**src/rtl/mtl_video_receiver.sv**
```systemverilog
// Sync-tracking receiver for an MTL-style LCD stream: counts HD/VD timing, locks onto it and
// presents active pixels with coordinates. Define MTL_RX_CHECKSUM_EN to add the oFrameSum output.
module mtl_video_receiver #(
  parameter int unsigned H_LINE  = 1056,
  parameter int unsigned V_LINE  = 525,
  parameter int unsigned H_BLANK = 46,
  parameter int unsigned H_FRONT = 210,
  parameter int unsigned V_BLANK = 23,
  parameter int unsigned V_FRONT = 22
) (
  input  logic        iCLK,
  input  logic        iRST,
  input  logic        iHD,
  input  logic        iVD,
  input  logic [7:0]  iLCD_R,
  input  logic [7:0]  iLCD_G,
  input  logic [7:0]  iLCD_B,
  output logic        oPixValid,
  output logic [9:0]  oX,
  output logic [8:0]  oY,
  output logic [23:0] oPixel,
  output logic        oFrameStart,
  output logic        oFrameEnd,
  output logic        oLocked,
  output logic        oLineErr,
`ifdef MTL_RX_CHECKSUM_EN
  output logic        oFrameErr,
  output logic [31:0] oFrameSum
`else
  output logic        oFrameErr
`endif
);

  localparam logic [10:0] XLast  = 11'(H_LINE - 1);
  localparam logic [9:0]  YLast  = 10'(V_LINE - 1);
  localparam logic [10:0] XAct0  = 11'(H_BLANK);
  localparam logic [10:0] XAct1  = 11'(H_LINE - H_FRONT);
  localparam logic [9:0]  YAct0  = 10'(V_BLANK);
  localparam logic [9:0]  YAct1  = 10'(V_LINE - V_FRONT);

  typedef enum logic [1:0] {StSearch, StAcquire, StLocked} state_e;

  state_e      state_q, state_d;
  logic [10:0] x_q, x_d;
  logic [9:0]  y_q, y_d;
  logic        hd_low, x_last, y_last;
  logic        line_err, frame_err, frame_ok;
  logic        act, first_px, last_px;
  logic [23:0] pix;

  assign hd_low = ~iHD;
  assign pix    = {iLCD_R, iLCD_G, iLCD_B};

  always_comb begin
    x_d    = hd_low ? 11'd0 : x_q + 11'd1;
    y_d    = y_q;
    if (hd_low) y_d = iVD ? y_q + 10'd1 : 10'd0;
    x_last = (x_q == XLast);
    y_last = (y_q == YLast);

    // An HD low must land exactly one cycle after the last column, and nowhere else.
    line_err  = (state_q != StSearch) && (hd_low != x_last);
    frame_err = (state_q != StSearch) && !line_err && hd_low && (iVD ? y_last : !y_last);
    frame_ok  = !line_err && hd_low && !iVD && y_last;

    state_d = state_q;
    unique case (state_q)
      StSearch:  if (hd_low && !iVD) state_d = StAcquire;
      StAcquire: begin
        if (line_err)      state_d = StSearch;
        else if (frame_ok) state_d = StLocked;
      end
      StLocked: begin
        if (line_err)       state_d = StSearch;
        else if (frame_err) state_d = StAcquire;
      end
      default: state_d = StSearch;
    endcase

    act      = (state_q == StLocked) && (x_d >= XAct0) && (x_d < XAct1)
               && (y_d >= YAct0) && (y_d < YAct1);
    first_px = act && (x_d == XAct0) && (y_d == YAct0);
    last_px  = act && (x_d == XAct1 - 11'd1) && (y_d == YAct1 - 10'd1);
  end

  always_ff @(posedge iCLK) begin
    if (iRST) begin
      state_q     <= StSearch;
      x_q         <= '0;
      y_q         <= '0;
      oPixValid   <= 1'b0;
      oX          <= '0;
      oY          <= '0;
      oPixel      <= '0;
      oFrameStart <= 1'b0;
      oFrameEnd   <= 1'b0;
      oLocked     <= 1'b0;
      oLineErr    <= 1'b0;
      oFrameErr   <= 1'b0;
    end else begin
      state_q     <= state_d;
      x_q         <= x_d;
      y_q         <= y_d;
      oPixValid   <= act;
      oX          <= act ? 10'(x_d - XAct0) : 10'd0;
      oY          <= act ? 9'(y_d - YAct0) : 9'd0;
      oPixel      <= act ? pix : 24'd0;
      oFrameStart <= first_px;
      oFrameEnd   <= last_px;
      oLocked     <= (state_d == StLocked);
      oLineErr    <= line_err;
      oFrameErr   <= frame_err;
    end
  end

`ifdef MTL_RX_CHECKSUM_EN
  logic [31:0] acc_q;

  // The accumulator already includes the last pixel when oFrameEnd is high, so copy it then.
  always_ff @(posedge iCLK) begin
    if (iRST) begin
      acc_q     <= '0;
      oFrameSum <= '0;
    end else begin
      if (act) acc_q <= first_px ? {8'd0, pix} : acc_q + {8'd0, pix};
      if (oFrameEnd) oFrameSum <= acc_q;
    end
  end
`endif

endmodule

```
**config.mk**
```make
export PLATFORM = sky130hd
export DESIGN_NAME = mtl_video_receiver
export DESIGN_NICKNAME = d
export VERILOG_FILES = /design/src/rtl/mtl_video_receiver.sv
export SDC_FILE = /design/constraint.sdc
export NUM_CORES = 1
export LEC_CHECK = 0
export BUFFER_PORTS_ARGS = -buffer_cell sky130_fd_sc_hd__buf_4
export CAP_MARGIN = 20
export CORE_MARGIN = 2
export CORE_UTILIZATION = 38
export CTS_CLUSTER_DIAMETER = 150
export DETAILED_ROUTE_END_ITERATION = 10
export SYNTH_ARGS = -nofsm -noshare
export SYNTH_HDL_FRONTEND = slang
export SYNTH_SLANG_ARGS = --single-unit
```
**constraint.sdc**
```tcl
create_clock -name iCLK -period 3.7 [get_ports iCLK]
set_input_delay 0.74 -clock iCLK [delete_from_list [all_inputs] [get_ports iCLK]]
set_output_delay 0.74 -clock iCLK [all_outputs]
set_load 0.005 [all_outputs]
```
==> results of run 1 <==
==> layout by cell type, fill, tap and decap left out, types with 8 or more instances in the layout <==
cell type,n
a21oi_1,12
and2_1,27
buf_4,81
clkbuf_8,9
dfxtp_1,72
inv_1,9
nand2_1,22
nand3_1,12
nor2_1,39
nor3_1,14
o21ai_0,9
xnor2_1,11
xor2_1,8
==> stage by stage <==
step                      cells  total power (W)
after floorplan             357        0.0008271
after global placement      527        0.0008581
after detailed placement    527        0.0008593
after CTS                   543         0.001572
after global routing        543         0.001613
final                       543         0.001556
==> worst reg2reg max path: cells and delay by family (launching register included) <==
family                     cells  cell delay (ns)
AOI/OAI and AO/OA              4             0.98
adders and majority gates      1             0.41
buffers and inverters          1             0.31
DFF                            1             0.47
and+or+nand+nor                3             0.74
==> power by group <==
| group | total [W] | switching, W | internal, W |
|---|---|---|---|
| clock network | 0.000715 | 0.000328 | 0.000387 |
| logic | 0.0000593 | 0.0000296 | 0.0000296 |
| registers | 0.000781 | 0.00000456 | 0.000777 |
==> final timing paths <==
kind	depth (start not counted)	startpoint	endpoint	slack, ns
worst max-delay path	9	x_q[0]	oPixel[19]	0.73
worst min-delay path	2	iLCD_R[2]	oPixel[18]	0.58
worst max register to register	9	x_q[0]	oPixel[19]	0.73
worst min register to register	2	state_q[0]	oLineErr	0.67
==> state kept, by name, summed over array words and instances (netlist names) <==
| name | flops |
|---|---|
| oPixValid | 1 |
| y_q | 10 |
| oX | 10 |
| oFrameEnd | 1 |
| state_q | 2 |
| x_q | 11 |
| oY | 9 |
| oPixel | 24 |
| oLineErr | 1 |
| oFrameErr | 1 |
| oFrameStart | 1 |
| oLocked | 1 |
==> final cells by class <==
| type | instances | area share, % |
|---|---|---|
| tap | 105 | 3.161 |
| clock buffer | 9 | 2.980 |
| timing repair buffer | 81 | 14.63 |
| multi-input combinational | 259 | 41.24 |
| sequential | 72 | 34.68 |
| clock inverter | 7 | 2.408 |
| inverter | 10 | 0.9031 |
==> metal layers <==
layer / up-vias / GRT usage (%) / part of all wire, %
met2: 68 / 29.06 / 48
met5: - / 0 / 0
li1: 1401 / - / -
met4: 0 / 6.934 / 1.8
met1: 1318 / 23.05 / 46
met3: 13 / 3.179 / 4.8
==> cells by family after synthesis <==
family	share of synthesized area, %
AND/OR/NAND/NOR	30.84
flip-flops	43.97
AO/OA/AOI/OAI	13.78
buffers and inverters	3.740
XOR/XNOR	5.076
adder cells (fa/ha/maj)	2.290
multiplexers	0.3054
==> metrics.txt, run 1 <==
outcome=complete, no violations; Initial Utilization=39.50%; dpl cell area=0.003933 sq mm; # setup viols final=0; Multi-input gate area=0.001714 sq mm; ANT cells=0; Primary FF master, synth=dfxtp_1; share of layout cells above drive strength 1=27.40%; post-DP HPWL=5854 um; Rows=33; Synth area leader=dfxtp_1; YS warnings=0; top achievable clock speed=0.3365 GHz; routed vias=2800; Worst-Margin Slew=0.4845 ns; Final WS setup=0.7278 ns; Seq/Total Area, Yosys=43.97%; ANT nets after route=0; total CTS buffers=9; Slew headroom=67.40%; P per Cell Area=374.4 mW/mm^2; die area=0.009386 sq mm; RSZ-0062 raised after global routing=false; top cell type's share of synthesized area=43.97%; gr ovfl total=0; post-route design area=0.004156 sq mm; initial antenna violation count=0; clk_skew=0.01478 ns; CP Max Fanout=25; Top delay family on crit path=compound AO/OA/AOI/OAI gates; Hold WS=0.5825 ns; Final Core Density=50.08%; routed wire length=8051 um; RePlAce Congestion=0.8755; CTS tree=done; global-route wire length before repair=13630 um; Slowest-stage cell, CP=dfxtp_1; CTS resizes=0; Final period util=80.33%; Die Wd=96.88 um; largest net degree at the start of global routing=28; crit path time final=2.972 ns; syn_area_per_cell=9.182 sq um; critical-path cell list=ha_1 > and4_1 > a211oi_1 > a311oi_1 > a21oi_1 > a41oi_2 > nand3b_4 > inv_2 > and2_1; synth unique cells=64; Post-Synthesis Cells=357; Yosys reg bits=72; setup_tns=0 ns; most common cell in the synthesized netlist=dfxtp_1; clk buf depth=2; DRC=0; CP startpoint kind=flop; syn_nets=391; Post-CTS Setup Bufs=0; cell area after synthesis=0.003278 sq mm; H-tree depth=3; Worst Path Buf+Inv=1; routed vias/inst=5.157; Post-CTS Hold Fix Bufs=0; Max VDD drop=0.2696 mV; vias in the first global route=2732; DP Worst Slack=0.4041 ns; clock sink count=72; Crit Path Category=reg2reg; CP peak stage delay=0.47 ns; count of pins over their slew limit=0; Die Y=96.88 um; Ports=77; clk_lat worst skew=0.35 ns; Post-synth EDFFs=0; Sequential Area=0.001441 sq mm; Core Region=0.008299 sq mm; 1st-pass router iterations=4; clk slew on worst S/H paths=0.09 ns; routed len/inst=14.83 um; Post-synth ARST share=0%; Port Buffers=76; WP data arrival=3.27 ns; Lkg Pwr=1.745 nW; Max Cap Viol=0; initial DRC count=156; Final nets=467; top post-synthesis cells by area=dfxtp_1 (44%), and2_1 (5.2%), nor2_1 (4.5%); commonest cells in the netlist=dfxtp_1 (72), nor2_1 (39), and2_1 (27), nand2_1 (22), nor3_1 (14); Data required, critical path=4.00 ns; P&R area growth vs syn=26.79%; endpoints failing hold=0; CTS root buf=clkbuf_8; Fillers=794; crit end category=flop; gr usage total=17.69%; Hold Path Class=in2reg
Note: power is estimated with default switching activity, not from simulation.
==> run 2, diff against run 1 <==
==> constraint.sdc (replaced) <==
create_clock -name iCLK -period 2.5 [get_ports iCLK]
set_input_delay 0.5 -clock iCLK [delete_from_list [all_inputs] [get_ports iCLK]]
set_output_delay 0.5 -clock iCLK [all_outputs]
set_load 0.005 [all_outputs]
==> run 2 against run 1 <==
- register-to-register slack got worse by 0.62 ns
- critical path depth unchanged
- worst hold slack worse by 0.23 ns
- sequential cell count is the same
- clock power increased by 29%
- design area is 9.5% higher
- fmax rose by 24%
- global-route usage grew 0.43 points
- sequential share of layout area is 2.9 points lower
- critical endpoint is now oFrameEnd
==> metrics.txt, run 2 (synthesized netlist as in run 1, its figures left out) <==
GR Layer Usage met1=23.64% (+0.59 points); CP Max Fanout=6 (-76%); global-route wire length before repair=13970 um (+2.5%); initial antenna violation count=0 (unchanged); clk_lat worst skew=0.34 ns (about the same); Worst-Margin Slew=0.4104 ns (-0.07406 ns); Slew headroom=72.64% (+5.2 points); layer with the highest usage=met2; RePlAce Congestion=0.8468 (-3.3%); critical-path cell list=ha_4 > buf_4 > nand4_1 > o31a_1 > o21ai_2 > buf_4 > nand4_1 > nor4b_2 > nor4b_2; endpoints failing hold=0 (unchanged); met2 global-route usage=29.97% (+0.91 points); count of pins over their slew limit=0 (unchanged); clk buf depth=2 (unchanged); Placed Instances=569 (+8.0%); Final nets=509 (+9.0%); DRC=0 (unchanged); Sequential Area=0.001446 sq mm (+0.35%); routed wire length=8517 um (+5.8%); # setup viols final=0 (unchanged); post-route design area=0.004551 sq mm (+9.5%); 1st-pass router iterations=4 (unchanged); gr usage total=18.13% (+0.43 points); CP startpoint kind=flop; dpl cell area=0.004292 sq mm (+9.1%); WP data arrival=2.63 ns (-0.64 ns); biggest regs=oPixel: 24 flops, x_q: 11 flops; ANT nets after route=0 (unchanged); P per Cell Area=480.1 mW/mm^2 (+28%); Fillers=785 (-1.1%); Max Cap Viol=0 (unchanged); Crit Path Category=reg2reg; Die Y=96.88 um (unchanged); commonest non-fill, non-tap cell in the layout=buf_4; CTS root buf=clkbuf_8; vias in the first global route=2898 (+6.1%); Core Region=0.008299 sq mm (unchanged); outcome=complete, no violations; Most flops, register=oPixel; max FFs per register=24 (unchanged); routed vias=2924 (+4.4%); Multi-input gate area=0.001813 sq mm (+5.8%); Ports=77 (unchanged); Hold WS=0.3517 ns (-0.2309 ns); Initial Utilization=39.50% (unchanged); Final Core Density=54.83% (+4.7 points); Rows=33 (unchanged); post-DP HPWL=6432 um (+9.9%); grt met3 use=4.118% (+0.94 points); crit end category=flop; gr ovfl total=0 (unchanged); setup_tns=0 ns (unchanged); fin cells=585 (+7.7%); total CTS buffers=9 (unchanged); Max VDD drop=0.3384 mV (+26%); Lkg Pwr=1.964 nW (+13%); die area=0.009386 sq mm (unchanged); Final period util=95.73% (+15 points); clk slew on worst S/H paths=0.08 ns (about the same); Data required, critical path=2.74 ns (-1.26 ns); R2R Setup Slk=0.11 ns (-0.62 ns); Hold Path Class=in2reg; Worst Path Buf+Inv=2 (+1); largest net degree at the start of global routing=28 (unchanged); clock sink count=72 (unchanged); ANT cells=0 (unchanged); routed vias/inst=4.998 (-3.1%); commonest non-fill, non-tap cells in the layout=buf_4 (123), dfxtp_1 (68), nor2_1 (39), and2_1 (27), nand2_1 (22); Post-CTS Setup Bufs=0 (unchanged); Top delay family on crit path=simple AND/OR/NAND/NOR gates; P&R area growth vs syn=38.82%; crit path time final=2.393 ns (-0.5790 ns); routed len/inst=14.56 um (-1.8%); share of layout cells above drive strength 1=36.88% (+9.5 points); Die Wd=96.88 um (unchanged); RSZ-0062 raised after global routing=true; initial DRC count=111 (-29%); Port Buffers=76 (unchanged); CP peak stage delay=0.39 ns (-0.08 ns); Slowest-stage cell, CP=dfxtp_1; clk_skew=0.01054 ns (-0.004244 ns); H-tree depth=3 (unchanged); CTS tree=done; top achievable clock speed=0.4179 GHz (+24%); Post-CTS Hold Fix Bufs=0 (unchanged)
-- run 2: cell count changes in the layout (fill, tap and decap cells not counted), sizes merged --
cell,delta
clkinvlp,+1
buf,+42
inv,-2
clkinv,+1
clkbuf,+1
bufinv,-1
-- run 2: worst register-to-register path: stages (launching register included) --
cell	delay (ns)
dfxtp_1	0.39
ha_4	0.19
buf_4	0.13
nand4_1	0.16
o31a_1	0.35
o21ai_2	0.17
buf_4	0.15
nand4_1	0.13
nor4b_2	0.34
nor4b_2	0.29
-- run 2: area by class of cell --
type,instances,share of cell area [%]
inverters,10,0.8798
repair buffers,123,20.29
multi-input cells,259,39.84
flip-flops and latches,72,31.78
clock buffers,10,2.805
well taps,105,2.887
clock inverters,6,1.512
-- run 2: per-layer routing --
metal / up-vias / share of wire, %
met3: 11 / 3.5
li1: 1494 / -
met4: 0 / 1.5
met1: 1360 / 46
met5: - / 0
met2: 59 / 49
-- run 2: worst paths after layout --
path,start,endpoint,depth (start not counted)
min,iLCD_G[5],oPixel[13],2
max,x_q[0],oFrameEnd,9
max reg2reg,x_q[0],oFrameEnd,9
min reg2reg,y_q[6],y_q[6],2
-- run 2: timing repair --
| action | CTS | global route |
|---|---|---|
| resized for setup | 0 | 14 |
| setup endpoints to repair | 0 | 39 |
| endpoints found under the hold margin | 0 | 0 |
-- run 2: metrics by stage --
step	total power [W]	setup slack (ns)
finish	0.002185	0.1068
global route	0.002274	-0.03996
CTS	0.002205	0.02936
detailed placement	0.001290	-0.1458
global placement	0.001288	-0.09810
floorplan	0.001232	0.0008327
-- run 2: report_power, final --
| group | internal [W] | leakage [nW] | switching, W |
|---|---|---|---|
| Combinational | 0.0000588 | 1.29 | 0.0000528 |
| Clock | 0.000467 | 0.0968 | 0.000453 |
| Sequential | 0.00115 | 0.582 | 0.00000379 |
| Total | 0.00168 | 1.96 | 0.000510 |
